[config.mk]
export PLATFORM = sky130hd
export DESIGN_NAME = arm7tdmi_jtag_scan_master
export DESIGN_NICKNAME = d
export VERILOG_FILES = /design/src/rtl/arm7tdmi_jtag_pkg.sv /design/src/rtl/arm7tdmi_jtag_tck_gen.sv /design/src/rtl/arm7tdmi_jtag_scan_master.sv
export SDC_FILE = /design/constraint.sdc
export NUM_CORES = 1
export LEC_CHECK = 0
export BUFFER_PORTS_ARGS = -buffer_cell sky130_fd_sc_hd__clkbuf_2
export CORE_UTILIZATION = 45
export DETAILED_ROUTE_END_ITERATION = 8
export HOLD_SLACK_MARGIN = 0.02
export SLEW_MARGIN = 20
export SYNTH_ARGS = -nofsm -noshare
export SYNTH_HDL_FRONTEND = slang
export SYNTH_SLANG_ARGS = --single-unit
[constraint.sdc]
create_clock -name clk -period 8.28 [get_ports clk]
set_input_delay 1.242 -clock clk [delete_from_list [all_inputs] [get_ports clk]]
set_output_delay 1.242 -clock clk [all_outputs]
set_load 0.02 [all_outputs]
[src/rtl/arm7tdmi_jtag_pkg.sv]
// Shared types and TMS sequencing constants for the JTAG scan master.
// Patterns are shifted out LSB first, one bit per TCK; the paired length is
// the number of TCK cycles the pattern spans.
package arm7tdmi_jtag_pkg;

  typedef enum logic [1:0] {
    OP_RESET   = 2'd0,
    OP_IR_SCAN = 2'd1,
    OP_DR_SCAN = 2'd2,
    OP_IDLE    = 2'd3
  } jtag_op_e;

  typedef enum logic [2:0] {
    ST_IDLE,
    ST_PRE_RESET,
    ST_PREFIX,
    ST_SHIFT,
    ST_SUFFIX,
    ST_RUN,
    ST_DONE
  } scan_state_e;

  // 1,1,1,1,1,0 : any state -> Test-Logic-Reset -> Run-Test/Idle
  localparam logic [5:0]  TMS_RESET     = 6'b011111;
  localparam int unsigned LEN_RESET     = 6;
  // 1,1,0,0 : RTI -> Select-DR -> Select-IR -> Capture-IR -> Shift-IR
  localparam logic [5:0]  TMS_IR_PRE    = 6'b000011;
  localparam int unsigned LEN_IR_PRE    = 4;
  // 1,0,0 : RTI -> Select-DR -> Capture-DR -> Shift-DR
  localparam logic [5:0]  TMS_DR_PRE    = 6'b000001;
  localparam int unsigned LEN_DR_PRE    = 3;
  // 1,0,1 : RTI -> Select-DR -> Capture-DR -> Exit1-DR (zero-length DR scan)
  localparam logic [5:0]  TMS_DR0_PRE   = 6'b000101;
  localparam int unsigned LEN_DR0_PRE   = 3;
  // 1,0 : Exit1 -> Update -> RTI
  localparam logic [5:0]  TMS_SUFFIX    = 6'b000001;
  localparam int unsigned LEN_SUFFIX    = 2;

endpackage

[src/rtl/arm7tdmi_jtag_tck_gen.sv]
// TCK divider for the JTAG scan master.
//  clk, rst : system clock, synchronous active-high reset
//  en       : run TCK; when low TCK is held low and the phase counter cleared
//  tck      : JTAG clock, TCK_DIV clk cycles per half period, starts low
//  rise_stb : high in the clk cycle whose closing edge raises tck
//  fall_stb : high in the clk cycle whose closing edge lowers tck
module arm7tdmi_jtag_tck_gen #(
  parameter int unsigned TCK_DIV = 2
) (
  input  logic clk,
  input  logic rst,
  input  logic en,
  output logic tck,
  output logic rise_stb,
  output logic fall_stb
);

  localparam int unsigned DIV_W = (TCK_DIV > 1) ? $clog2(TCK_DIV) : 1;

  logic [DIV_W-1:0] cnt_q, cnt_d;
  logic             tck_q, tck_d;
  logic             half_end;

  assign half_end = en && (cnt_q == DIV_W'(TCK_DIV - 1));
  assign rise_stb = half_end && !tck_q;
  assign fall_stb = half_end && tck_q;
  assign tck      = tck_q;

  always_comb begin
    cnt_d = cnt_q;
    tck_d = tck_q;
    if (!en) begin
      cnt_d = '0;
      tck_d = 1'b0;
    end else if (half_end) begin
      cnt_d = '0;
      tck_d = !tck_q;
    end else begin
      cnt_d = cnt_q + DIV_W'(1);
    end
  end

  always_ff @(posedge clk) begin
    if (rst) begin
      cnt_q <= '0;
      tck_q <= 1'b0;
    end else begin
      cnt_q <= cnt_d;
      tck_q <= tck_d;
    end
  end

endmodule

[src/rtl/arm7tdmi_jtag_scan_master.sv]
// Host-side JTAG scan engine: turns queued commands (TAP reset, IR scan,
// DR scan, idle clocks) into TCK/TMS/TDI waveforms and returns TDO bits.
//  cmd_*      : command handshake (valid/ready), op, length, TDI data (bit0 first)
//  rsp_*      : scan response handshake, TDO data (bit0 first captured), bit count
//  busy       : sequence in progress
//  tap_synced : TAP known to be in RTI since the last completed reset sequence
//  tck/tms/tdi/tdo : JTAG pins
module arm7tdmi_jtag_scan_master
  import arm7tdmi_jtag_pkg::*;
#(
  parameter  int unsigned IR_LEN     = 4,
  parameter  int unsigned MAX_DR_LEN = 64,
  parameter  int unsigned TCK_DIV    = 2,
  localparam int unsigned LEN_W      = $clog2(MAX_DR_LEN + 1)
) (
  input  logic                  clk,
  input  logic                  rst,
  input  logic                  cmd_valid,
  output logic                  cmd_ready,
  input  logic [1:0]            cmd_op,
  input  logic [LEN_W-1:0]      cmd_len,
  input  logic [MAX_DR_LEN-1:0] cmd_data,
  output logic                  rsp_valid,
  input  logic                  rsp_ready,
  output logic [MAX_DR_LEN-1:0] rsp_data,
  output logic [LEN_W-1:0]      rsp_len,
  output logic                  busy,
  output logic                  tap_synced,
  output logic                  tck,
  output logic                  tms,
  output logic                  tdi,
  input  logic                  tdo
);

  localparam int unsigned CNT_W = (LEN_W > 3) ? LEN_W : 3;

  scan_state_e           state_q, state_d;
  jtag_op_e              op_q, op_d;
  logic [LEN_W-1:0]      len_q, len_d;
  logic [CNT_W-1:0]      cnt_q, cnt_d;
  logic [5:0]            pat_q, pat_d;
  logic [MAX_DR_LEN-1:0] data_q, data_d;
  logic [MAX_DR_LEN-1:0] cap_q, cap_d;
  logic [MAX_DR_LEN-1:0] rsp_data_q, rsp_data_d;
  logic [LEN_W-1:0]      rsp_len_q, rsp_len_d;
  logic                  rsp_valid_q, rsp_valid_d;
  logic                  tms_q, tms_d;
  logic                  tdi_q, tdi_d;
  logic                  synced_q, synced_d;

  logic                  accept;
  logic                  tck_en;
  logic                  rise_stb, fall_stb;
  logic [LEN_W-1:0]      cmd_n;
  jtag_op_e              ent_op;
  logic [LEN_W-1:0]      ent_len;
  scan_state_e           ent_state;
  logic [5:0]            ent_pat;
  logic [CNT_W-1:0]      ent_cnt;
  logic                  ent_tms;

  assign busy       = (state_q != ST_IDLE);
  assign cmd_ready  = !rst && !busy && !rsp_valid_q;
  assign accept     = cmd_valid && cmd_ready;
  assign tck_en     = busy && (state_q != ST_DONE);
  assign rsp_valid  = rsp_valid_q;
  assign rsp_data   = rsp_data_q;
  assign rsp_len    = rsp_len_q;
  assign tap_synced = synced_q;
  assign tms        = tms_q;
  assign tdi        = tdi_q;

  arm7tdmi_jtag_tck_gen #(
    .TCK_DIV(TCK_DIV)
  ) u_tck_gen (
    .clk      (clk),
    .rst      (rst),
    .en       (tck_en),
    .tck      (tck),
    .rise_stb (rise_stb),
    .fall_stb (fall_stb)
  );

  // Effective shift count of the incoming command: IR scans use IR_LEN,
  // DR scans are clamped to the data width, idle counts pass through.
  always_comb begin
    cmd_n = cmd_len;
    case (jtag_op_e'(cmd_op))
      OP_IR_SCAN: cmd_n = LEN_W'(IR_LEN);
      OP_DR_SCAN: if (cmd_len > LEN_W'(MAX_DR_LEN)) cmd_n = LEN_W'(MAX_DR_LEN);
      default:    ;
    endcase
  end

  // First phase of the command's own sequence. Entered either straight from
  // IDLE (using the live command) or after the automatic reset prefix (using
  // the latched command), so one decoder serves both paths.
  always_comb begin
    ent_op    = (state_q == ST_IDLE) ? jtag_op_e'(cmd_op) : op_q;
    ent_len   = (state_q == ST_IDLE) ? cmd_n : len_q;
    ent_state = ST_DONE;
    ent_pat   = '0;
    ent_cnt   = '0;
    ent_tms   = 1'b0;
    case (ent_op)
      OP_RESET: begin
        ent_state = ST_PREFIX;
        ent_pat   = TMS_RESET;
        ent_cnt   = CNT_W'(LEN_RESET - 1);
        ent_tms   = TMS_RESET[0];
      end
      OP_IR_SCAN: begin
        ent_state = ST_PREFIX;
        ent_pat   = TMS_IR_PRE;
        ent_cnt   = CNT_W'(LEN_IR_PRE - 1);
        ent_tms   = TMS_IR_PRE[0];
      end
      OP_DR_SCAN: begin
        ent_state = ST_PREFIX;
        ent_pat   = (ent_len == '0) ? TMS_DR0_PRE : TMS_DR_PRE;
        ent_cnt   = CNT_W'(LEN_DR_PRE - 1);
        ent_tms   = 1'b1;
      end
      default: begin
        if (ent_len != '0) begin
          ent_state = ST_RUN;
          ent_cnt   = CNT_W'(ent_len) - CNT_W'(1);
        end
      end
    endcase
  end

  always_comb begin
    state_d     = state_q;
    op_d        = op_q;
    len_d       = len_q;
    cnt_d       = cnt_q;
    pat_d       = pat_q;
    data_d      = data_q;
    cap_d       = cap_q;
    rsp_valid_d = rsp_valid_q;
    rsp_data_d  = rsp_data_q;
    rsp_len_d   = rsp_len_q;
    tms_d       = tms_q;
    tdi_d       = tdi_q;
    synced_d    = synced_q;

    if (rsp_valid_q && rsp_ready) begin
      rsp_valid_d = 1'b0;
      rsp_data_d  = '0;
      rsp_len_d   = '0;
    end

    case (state_q)
      ST_IDLE: begin
        // Park in RTI when synced, otherwise hold TMS high toward TLR.
        tms_d = !synced_q;
        tdi_d = 1'b0;
        if (accept) begin
          op_d   = jtag_op_e'(cmd_op);
          len_d  = cmd_n;
          data_d = cmd_data;
          cap_d  = '0;
          if (!synced_q && (jtag_op_e'(cmd_op) != OP_RESET)) begin
            state_d = ST_PRE_RESET;
            pat_d   = TMS_RESET;
            cnt_d   = CNT_W'(LEN_RESET - 1);
            tms_d   = TMS_RESET[0];
          end else begin
            state_d = ent_state;
            pat_d   = ent_pat;
            cnt_d   = ent_cnt;
            tms_d   = ent_tms;
          end
        end
      end

      ST_PRE_RESET, ST_PREFIX, ST_SUFFIX: begin
        if (fall_stb) begin
          if (cnt_q != '0) begin
            pat_d = pat_q >> 1;
            cnt_d = cnt_q - CNT_W'(1);
            tms_d = pat_q[1];
          end else if (state_q == ST_PRE_RESET) begin
            synced_d = 1'b1;
            state_d  = ent_state;
            pat_d    = ent_pat;
            cnt_d    = ent_cnt;
            tms_d    = ent_tms;
          end else if (state_q == ST_SUFFIX) begin
            state_d = ST_DONE;
            tms_d   = 1'b0;
          end else if (op_q == OP_RESET) begin
            synced_d = 1'b1;
            state_d  = ST_DONE;
            tms_d    = 1'b0;
          end else if (len_q == '0) begin
            // Zero-length DR scan: prefix already left Capture for Exit1.
            state_d = ST_SUFFIX;
            pat_d   = TMS_SUFFIX;
            cnt_d   = CNT_W'(LEN_SUFFIX - 1);
            tms_d   = TMS_SUFFIX[0];
          end else begin
            state_d = ST_SHIFT;
            cnt_d   = CNT_W'(len_q) - CNT_W'(1);
            tms_d   = (len_q == LEN_W'(1));
            tdi_d   = data_q[0];
          end
        end
      end

      ST_SHIFT: begin
        // Captured bits enter at the top; realigned to bit0 on completion.
        if (rise_stb) begin
          cap_d = {tdo, cap_q[MAX_DR_LEN-1:1]};
        end
        if (fall_stb) begin
          if (cnt_q != '0) begin
            data_d = data_q >> 1;
            cnt_d  = cnt_q - CNT_W'(1);
            tms_d  = (cnt_q == CNT_W'(1));
            tdi_d  = data_q[1];
          end else begin
            state_d = ST_SUFFIX;
            pat_d   = TMS_SUFFIX;
            cnt_d   = CNT_W'(LEN_SUFFIX - 1);
            tms_d   = TMS_SUFFIX[0];
            tdi_d   = 1'b0;
          end
        end
      end

      ST_RUN: begin
        if (fall_stb) begin
          if (cnt_q != '0) begin
            cnt_d = cnt_q - CNT_W'(1);
          end else begin
            state_d = ST_DONE;
          end
          tms_d = 1'b0;
        end
      end

      ST_DONE: begin
        state_d = ST_IDLE;
        tms_d   = 1'b0;
        tdi_d   = 1'b0;
        if ((op_q == OP_IR_SCAN) || (op_q == OP_DR_SCAN)) begin
          rsp_valid_d = 1'b1;
          rsp_data_d  = cap_q >> (LEN_W'(MAX_DR_LEN) - len_q);
          rsp_len_d   = len_q;
        end
      end

      default: state_d = ST_IDLE;
    endcase
  end

  always_ff @(posedge clk) begin
    if (rst) begin
      state_q     <= ST_IDLE;
      op_q        <= OP_RESET;
      len_q       <= '0;
      cnt_q       <= '0;
      pat_q       <= '0;
      data_q      <= '0;
      cap_q       <= '0;
      rsp_valid_q <= 1'b0;
      rsp_data_q  <= '0;
      rsp_len_q   <= '0;
      tms_q       <= 1'b1;
      tdi_q       <= 1'b0;
      synced_q    <= 1'b0;
    end else begin
      state_q     <= state_d;
      op_q        <= op_d;
      len_q       <= len_d;
      cnt_q       <= cnt_d;
      pat_q       <= pat_d;
      data_q      <= data_d;
      cap_q       <= cap_d;
      rsp_valid_q <= rsp_valid_d;
      rsp_data_q  <= rsp_data_d;
      rsp_len_q   <= rsp_len_d;
      tms_q       <= tms_d;
      tdi_q       <= tdi_d;
      synced_q    <= synced_d;
    end
  end

endmodule

==> report_table.html <==
<table>
<tr><th>Metric</th><th>Value</th></tr>
<tr><th colspan="2">Outcome</th></tr>
<tr><td>Status</td><td>finished, final reports clean</td></tr>
<tr><th colspan="2">Global route</th></tr>
<tr><td>First-pass GRT wire length</td><td>69.8 mm</td></tr>
<tr><td>Pin count of the biggest net entering global routing</td><td>128</td></tr>
<tr><td>Antenna violations before repair</td><td>0</td></tr>
<tr><td>Final global-route overflow total</td><td>0</td></tr>
<tr><td>Global router's overall resource usage</td><td>0.272</td></tr>
<tr><td>Via count of the first global-routing pass</td><td>12400</td></tr>
<tr><th colspan="2">STA</th></tr>
<tr><td>Worst rel slew slack</td><td>0.266</td></tr>
<tr><td>Number of pins exceeding their max-slew limit in the final report</td><td>0</td></tr>
<tr><td>Upper clock frequency limit</td><td>0.251 GHz</td></tr>
<tr><td>Final Hold Slack</td><td>442 ps</td></tr>
<tr><td>Worst setup skew after layout</td><td>17.2 ps</td></tr>
<tr><td>Shortest period the worst path allows</td><td>3990 ps</td></tr>
<tr><td>Final-report hold violation count</td><td>0</td></tr>
<tr><td>Total negative slack</td><td>0 ps</td></tr>
<tr><td>Count of final setup violators</td><td>0</td></tr>
<tr><td>RSZ-0062 raised after global routing</td><td>false</td></tr>
<tr><td>Final cycle utilization of the critical path</td><td>0.482</td></tr>
<tr><td>Actual slew at the worst max-slew pin</td><td>1100 ps</td></tr>
<tr><th colspan="2">Critical path</th></tr>
<tr><td>Arrival time at the worst endpoint</td><td>4470 ps</td></tr>
<tr><td>Kind of end point of the critical path</td><td>register</td></tr>
<tr><td>Worst-path cell chain</td><td>buf_4 &gt; inv_2 &gt; ha_4 &gt; mux2i_1 &gt; mux4_2 &gt; mux2_2 &gt; a222oi_1 &gt; nand2_1 &gt; o211ai_1</td></tr>
<tr><td>Cell count of the worst reg-to-reg path</td><td>9</td></tr>
<tr><td>Largest fanout of any net on the critical path</td><td>80</td></tr>
<tr><td>Crit Path Class</td><td>register to register</td></tr>
<tr><td>Critical path origin</td><td>len_q[0]</td></tr>
<tr><td>Beginning of the worst register-to-register path</td><td>len_q[0]</td></tr>
<tr><td>Kind of launch point of the worst setup path</td><td>register</td></tr>
<tr><td>Critical Path Slowest Stage Cell</td><td>sky130_fd_sc_hd__ha_4</td></tr>
<tr><td>Max stage delay on crit path</td><td>1000 ps</td></tr>
<tr><td>Data required time at the worst endpoint</td><td>8750 ps</td></tr>
<tr><th colspan="2">Synth</th></tr>
<tr><td>Most used DFF post-synth</td><td>sky130_fd_sc_hd__dfxtp_1</td></tr>
<tr><td>FF+latch count, synth</td><td>228</td></tr>
<tr><td>Share of synthesized area spent on multiplexers</td><td>0.154</td></tr>
<tr><td>Compound-cell area share of the yosys netlist</td><td>0.244</td></tr>
<tr><td>Main combinational cell family by area after synthesis</td><td>compound AO/OA/AOI/OAI gates</td></tr>
<tr><td>Syn Std Cell Area</td><td>14000 sq um</td></tr>
<tr><td>Warnings, synthesis</td><td>0</td></tr>
<tr><td>Xor-xnor portion of the synthesized cell area</td><td>0.0111</td></tr>
<tr><td>Basic-gate share of the synthesized area counting and, or, nand and nor cells</td><td>0.200</td></tr>
<tr><td>Fraction of the yosys area taken by sequential cells</td><td>0.326</td></tr>
<tr><td>Per-instance average area after synthesis</td><td>8.13 sq um</td></tr>
<tr><td>Share of synthesized flip-flops with an asynchronous set or reset</td><td>0</td></tr>
<tr><td>Number of enable flip-flop cells after synthesis</td><td>0</td></tr>
<tr><td>Synthesized-area fraction occupied by adder cells</td><td>0.0148</td></tr>
<tr><td>Count of different cell masters after synthesis</td><td>83</td></tr>
<tr><td>Number of instances in the synthesized netlist</td><td>1724</td></tr>
<tr><td>Synthesized Nets</td><td>1818</td></tr>
<tr><th colspan="2">Layout</th></tr>
<tr><td>Final Util</td><td>0.521</td></tr>
<tr><td>Final Instance Area</td><td>15900 sq um</td></tr>
<tr><td>Share of final-layout standard cells stronger than drive strength 1</td><td>0.181</td></tr>
<tr><td>Synth-to-layout area growth</td><td>13.7%</td></tr>
<tr><td>Final Net Count</td><td>1877</td></tr>
<tr><th colspan="2">Floorplan</th></tr>
<tr><td># rows</td><td>64</td></tr>
<tr><td>Area of the die</td><td>31900 sq um</td></tr>
<tr><td>Starting Density</td><td>0.458</td></tr>
<tr><td>I/O pin total</td><td>156</td></tr>
<tr><td>Y dimension of the die</td><td>179 um</td></tr>
<tr><td>Width of the die</td><td>179 um</td></tr>
<tr><td>Placeable core region</td><td>30600 sq um</td></tr>
<tr><th colspan="2">Clocking</th></tr>
<tr><td>Number of buffers between clock root and the deepest sink</td><td>3</td></tr>
<tr><td>Clock tree from TritonCTS</td><td>done</td></tr>
<tr><td>Total of cells resized after clock tree synthesis</td><td>0</td></tr>
<tr><td>Level count of the clock H-tree</td><td>1</td></tr>
<tr><td>Post CTS Setup Buffer Count</td><td>0</td></tr>
<tr><td>Cts bufs inserted</td><td>27</td></tr>
<tr><td># hold bufs at CTS</td><td>0</td></tr>
<tr><td>Clock root buffer master</td><td>sky130_fd_sc_hd__clkbuf_16</td></tr>
<tr><td>Number of clock sinks</td><td>228</td></tr>
<tr><td>Clock latency on the worst-skew pair</td><td>550 ps</td></tr>
<tr><td>Reg clk slew, reported paths</td><td>60 ps</td></tr>
<tr><th colspan="2">Placement</th></tr>
<tr><td>Number of buffers added on ports</td><td>155</td></tr>
<tr><td>Sum of net half-perimeters after detailed placement</td><td>30.2 mm</td></tr>
<tr><td>Global placer's final weighted congestion</td><td>0.949</td></tr>
<tr><td>Placement-stage cell area</td><td>15000 sq um</td></tr>
<tr><th colspan="2">Detailed routing</th></tr>
<tr><td>Uppermost layer routed</td><td>met4</td></tr>
<tr><td>Met2 wire length</td><td>18.7 mm</td></tr>
<tr><td>Via-to-Cell Ratio</td><td>6.26</td></tr>
<tr><td>Antenna-violating nets left</td><td>0</td></tr>
<tr><td>DRC viols</td><td>0</td></tr>
<tr><td>Final wirelength</td><td>44.2 mm</td></tr>
<tr><td>Wire length on met1</td><td>20.4 mm</td></tr>
<tr><td>Total iterations of the first detailed-routing run</td><td>6</td></tr>
<tr><td>Met3 Wirelength</td><td>4.17 mm</td></tr>
<tr><td>Routed len/inst</td><td>20.1 um</td></tr>
<tr><td>Number of vias in the routed layout</td><td>13800</td></tr>
<tr><td>Number of violations reported at the end of detailed-routing iteration 0</td><td>1683</td></tr>
<tr><th colspan="2">Power</th></tr>
<tr><td>Fraction of power spent switching nets</td><td>0.395</td></tr>
<tr><td>Int Pwr</td><td>0.00260 W</td></tr>
<tr><td>Peak supply drop</td><td>0.163 mV</td></tr>
<tr><td>Clock group share of total power</td><td>0.298</td></tr>
<tr><td>Power dissipated by switching net loads</td><td>0.00170 W</td></tr>
<tr><td>Power density over cell area</td><td>270 nW/um^2</td></tr>
<tr><td>Leakage power</td><td>5.93 nW</td></tr>
<tr><td>Reg power frac</td><td>0.297</td></tr>
<tr><td>Combinational fraction of design power</td><td>0.405</td></tr>
<tr><th colspan="2">Worst hold path</th></tr>
<tr><td>Beginning of the worst hold path</td><td>rsp_data[8]</td></tr>
<tr><td>Class of the tightest hold or removal check</td><td>register to register</td></tr>
<tr><td>Worst Hold Path Cells</td><td>2</td></tr>
<tr><th colspan="2">Flow run</th></tr>
<tr><td>Max-capacitance violation count</td><td>0</td></tr>
</table>
-- metrics by stage --
step           std cells  worst slack (ps)  power [W]
2_1_floorplan       1724              4670    0.00257
3_3_place_gp        2150              4260    0.00298
3_5_place_dp        2150              4170    0.00299
4_1_cts             2200              4350    0.00428
5_1_grt             2200              4050    0.00453
6_report            2202              4290    0.00430
-- cell usage after synthesis, types with 7 or more instances --
cell type,instances,area share
sky130_fd_sc_hd__ha_1,15,0.013
sky130_fd_sc_hd__a32oi_1,8,0.0050
sky130_fd_sc_hd__a222oi_1,19,0.014
sky130_fd_sc_hd__o221ai_1,8,0.0050
sky130_fd_sc_hd__nor2b_1,8,0.0036
sky130_fd_sc_hd__dfxtp_1,228,0.33
sky130_fd_sc_hd__nand2b_1,11,0.0049
sky130_fd_sc_hd__o2bb2a_1,7,0.0050
sky130_fd_sc_hd__mux2i_1,93,0.066
sky130_fd_sc_hd__a311oi_1,71,0.044
sky130_fd_sc_hd__a21oi_1,155,0.055
sky130_fd_sc_hd__mux4_2,44,0.071
sky130_fd_sc_hd__o211ai_1,23,0.012
sky130_fd_sc_hd__nor3_1,22,0.0079
sky130_fd_sc_hd__a2bb2oi_1,8,0.0050
sky130_fd_sc_hd__a211oi_1,9,0.0048
sky130_fd_sc_hd__a21o_1,7,0.0037
sky130_fd_sc_hd__o21ai_0,34,0.012
sky130_fd_sc_hd__a22oi_1,49,0.026
sky130_fd_sc_hd__buf_2,36,0.013
sky130_fd_sc_hd__nor2_1,160,0.043
sky130_fd_sc_hd__nand2_1,312,0.084
sky130_fd_sc_hd__inv_1,19,0.0051
sky130_fd_sc_hd__xnor2_1,11,0.0069
sky130_fd_sc_hd__a31oi_1,14,0.0062
sky130_fd_sc_hd__mux2_2,21,0.017
sky130_fd_sc_hd__nand3_1,94,0.034
sky130_fd_sc_hd__clkbuf_1,105,0.028
-- worst paths after layout --
| check | to | slack (ps) |
|---|---|---|
| max reg2reg | rsp_data[6] | 4290 |
| min reg2reg | rsp_data[8] | 440 |
| max | rsp_data[6] | 4290 |
| min | rsp_data[8] | 440 |
-- layer usage --
metal  GRT usage  up-vias
met1       0.401     6550
met5           0        -
met2       0.400      640
li1            -     6527
met3      0.0514       74
met4      0.0724        0
-- final cells by class --
cell class,count,area [sq um]
timing repair buffer,183,996
tap,396,495
multi-input combinational,1323,8830
fill,3017,14700
inverter,20,75.1
sequential,228,4570
antenna,2,5.00
clock inverter,11,166
clock buffer,39,801
-- logic make-up after synthesis --
| kind of cell | count (synthesis) |
|---|---|
| adders and majority gates | 16 |
| DFF | 228 |
| buffers and inverters | 173 |
| AOI/OAI and AO/OA | 481 |
| xor gates and xnor gates | 16 |
| and+or+nand+nor | 652 |
| muxes | 158 |
-- power groups by stage --
| stage | Combinational, W | Clock, W | Sequential (W) |
|---|---|---|---|
| after global placement | 0.00168 | 0 | 0.00130 |
| after CTS | 0.00170 | 0.00131 | 0.00128 |
| after global routing | 0.00189 | 0.00135 | 0.00129 |
| after floorplan | 0.00129 | 0 | 0.00128 |
| after detailed placement | 0.00169 | 0 | 0.00130 |
| final | 0.00174 | 0.00128 | 0.00128 |
-- flip-flops by register name, summed over array words and instances (netlist names) --
name,flops
cap_q,64
data_q,64
rsp_data,64
cnt_q,7
len_q,7
rsp_len,7
pat_q,4
state_q,3
op_q,2
rsp_valid,1
tap_synced,1
tdi,1
tms,1
u_tck_gen.cnt_q,1
u_tck_gen.tck,1
-- cells in the final DEF, fill, tap and decap left out, types with 34 or more instances in the layout --
cell type                  count
sky130_fd_sc_hd__a22oi_1      49
sky130_fd_sc_hd__mux4_2       44
sky130_fd_sc_hd__nor2_1      157
sky130_fd_sc_hd__a21oi_1     154
sky130_fd_sc_hd__nand3_1      94
sky130_fd_sc_hd__dfxtp_1     227
sky130_fd_sc_hd__nand2_1     311
sky130_fd_sc_hd__mux2i_1      93
sky130_fd_sc_hd__clkbuf_2    154
sky130_fd_sc_hd__o21ai_0      34
sky130_fd_sc_hd__a311oi_1     71
-- worst max-delay path: cells and delay by family, from the launching register on --
kind	cells	cell delay (ps)
fa+ha+maj	1	1000
flops	1	390
compound gates	2	510
simple gates	1	110
buf+inv	2	580
mux	3	1250
(Power assumes the default switching activity.)
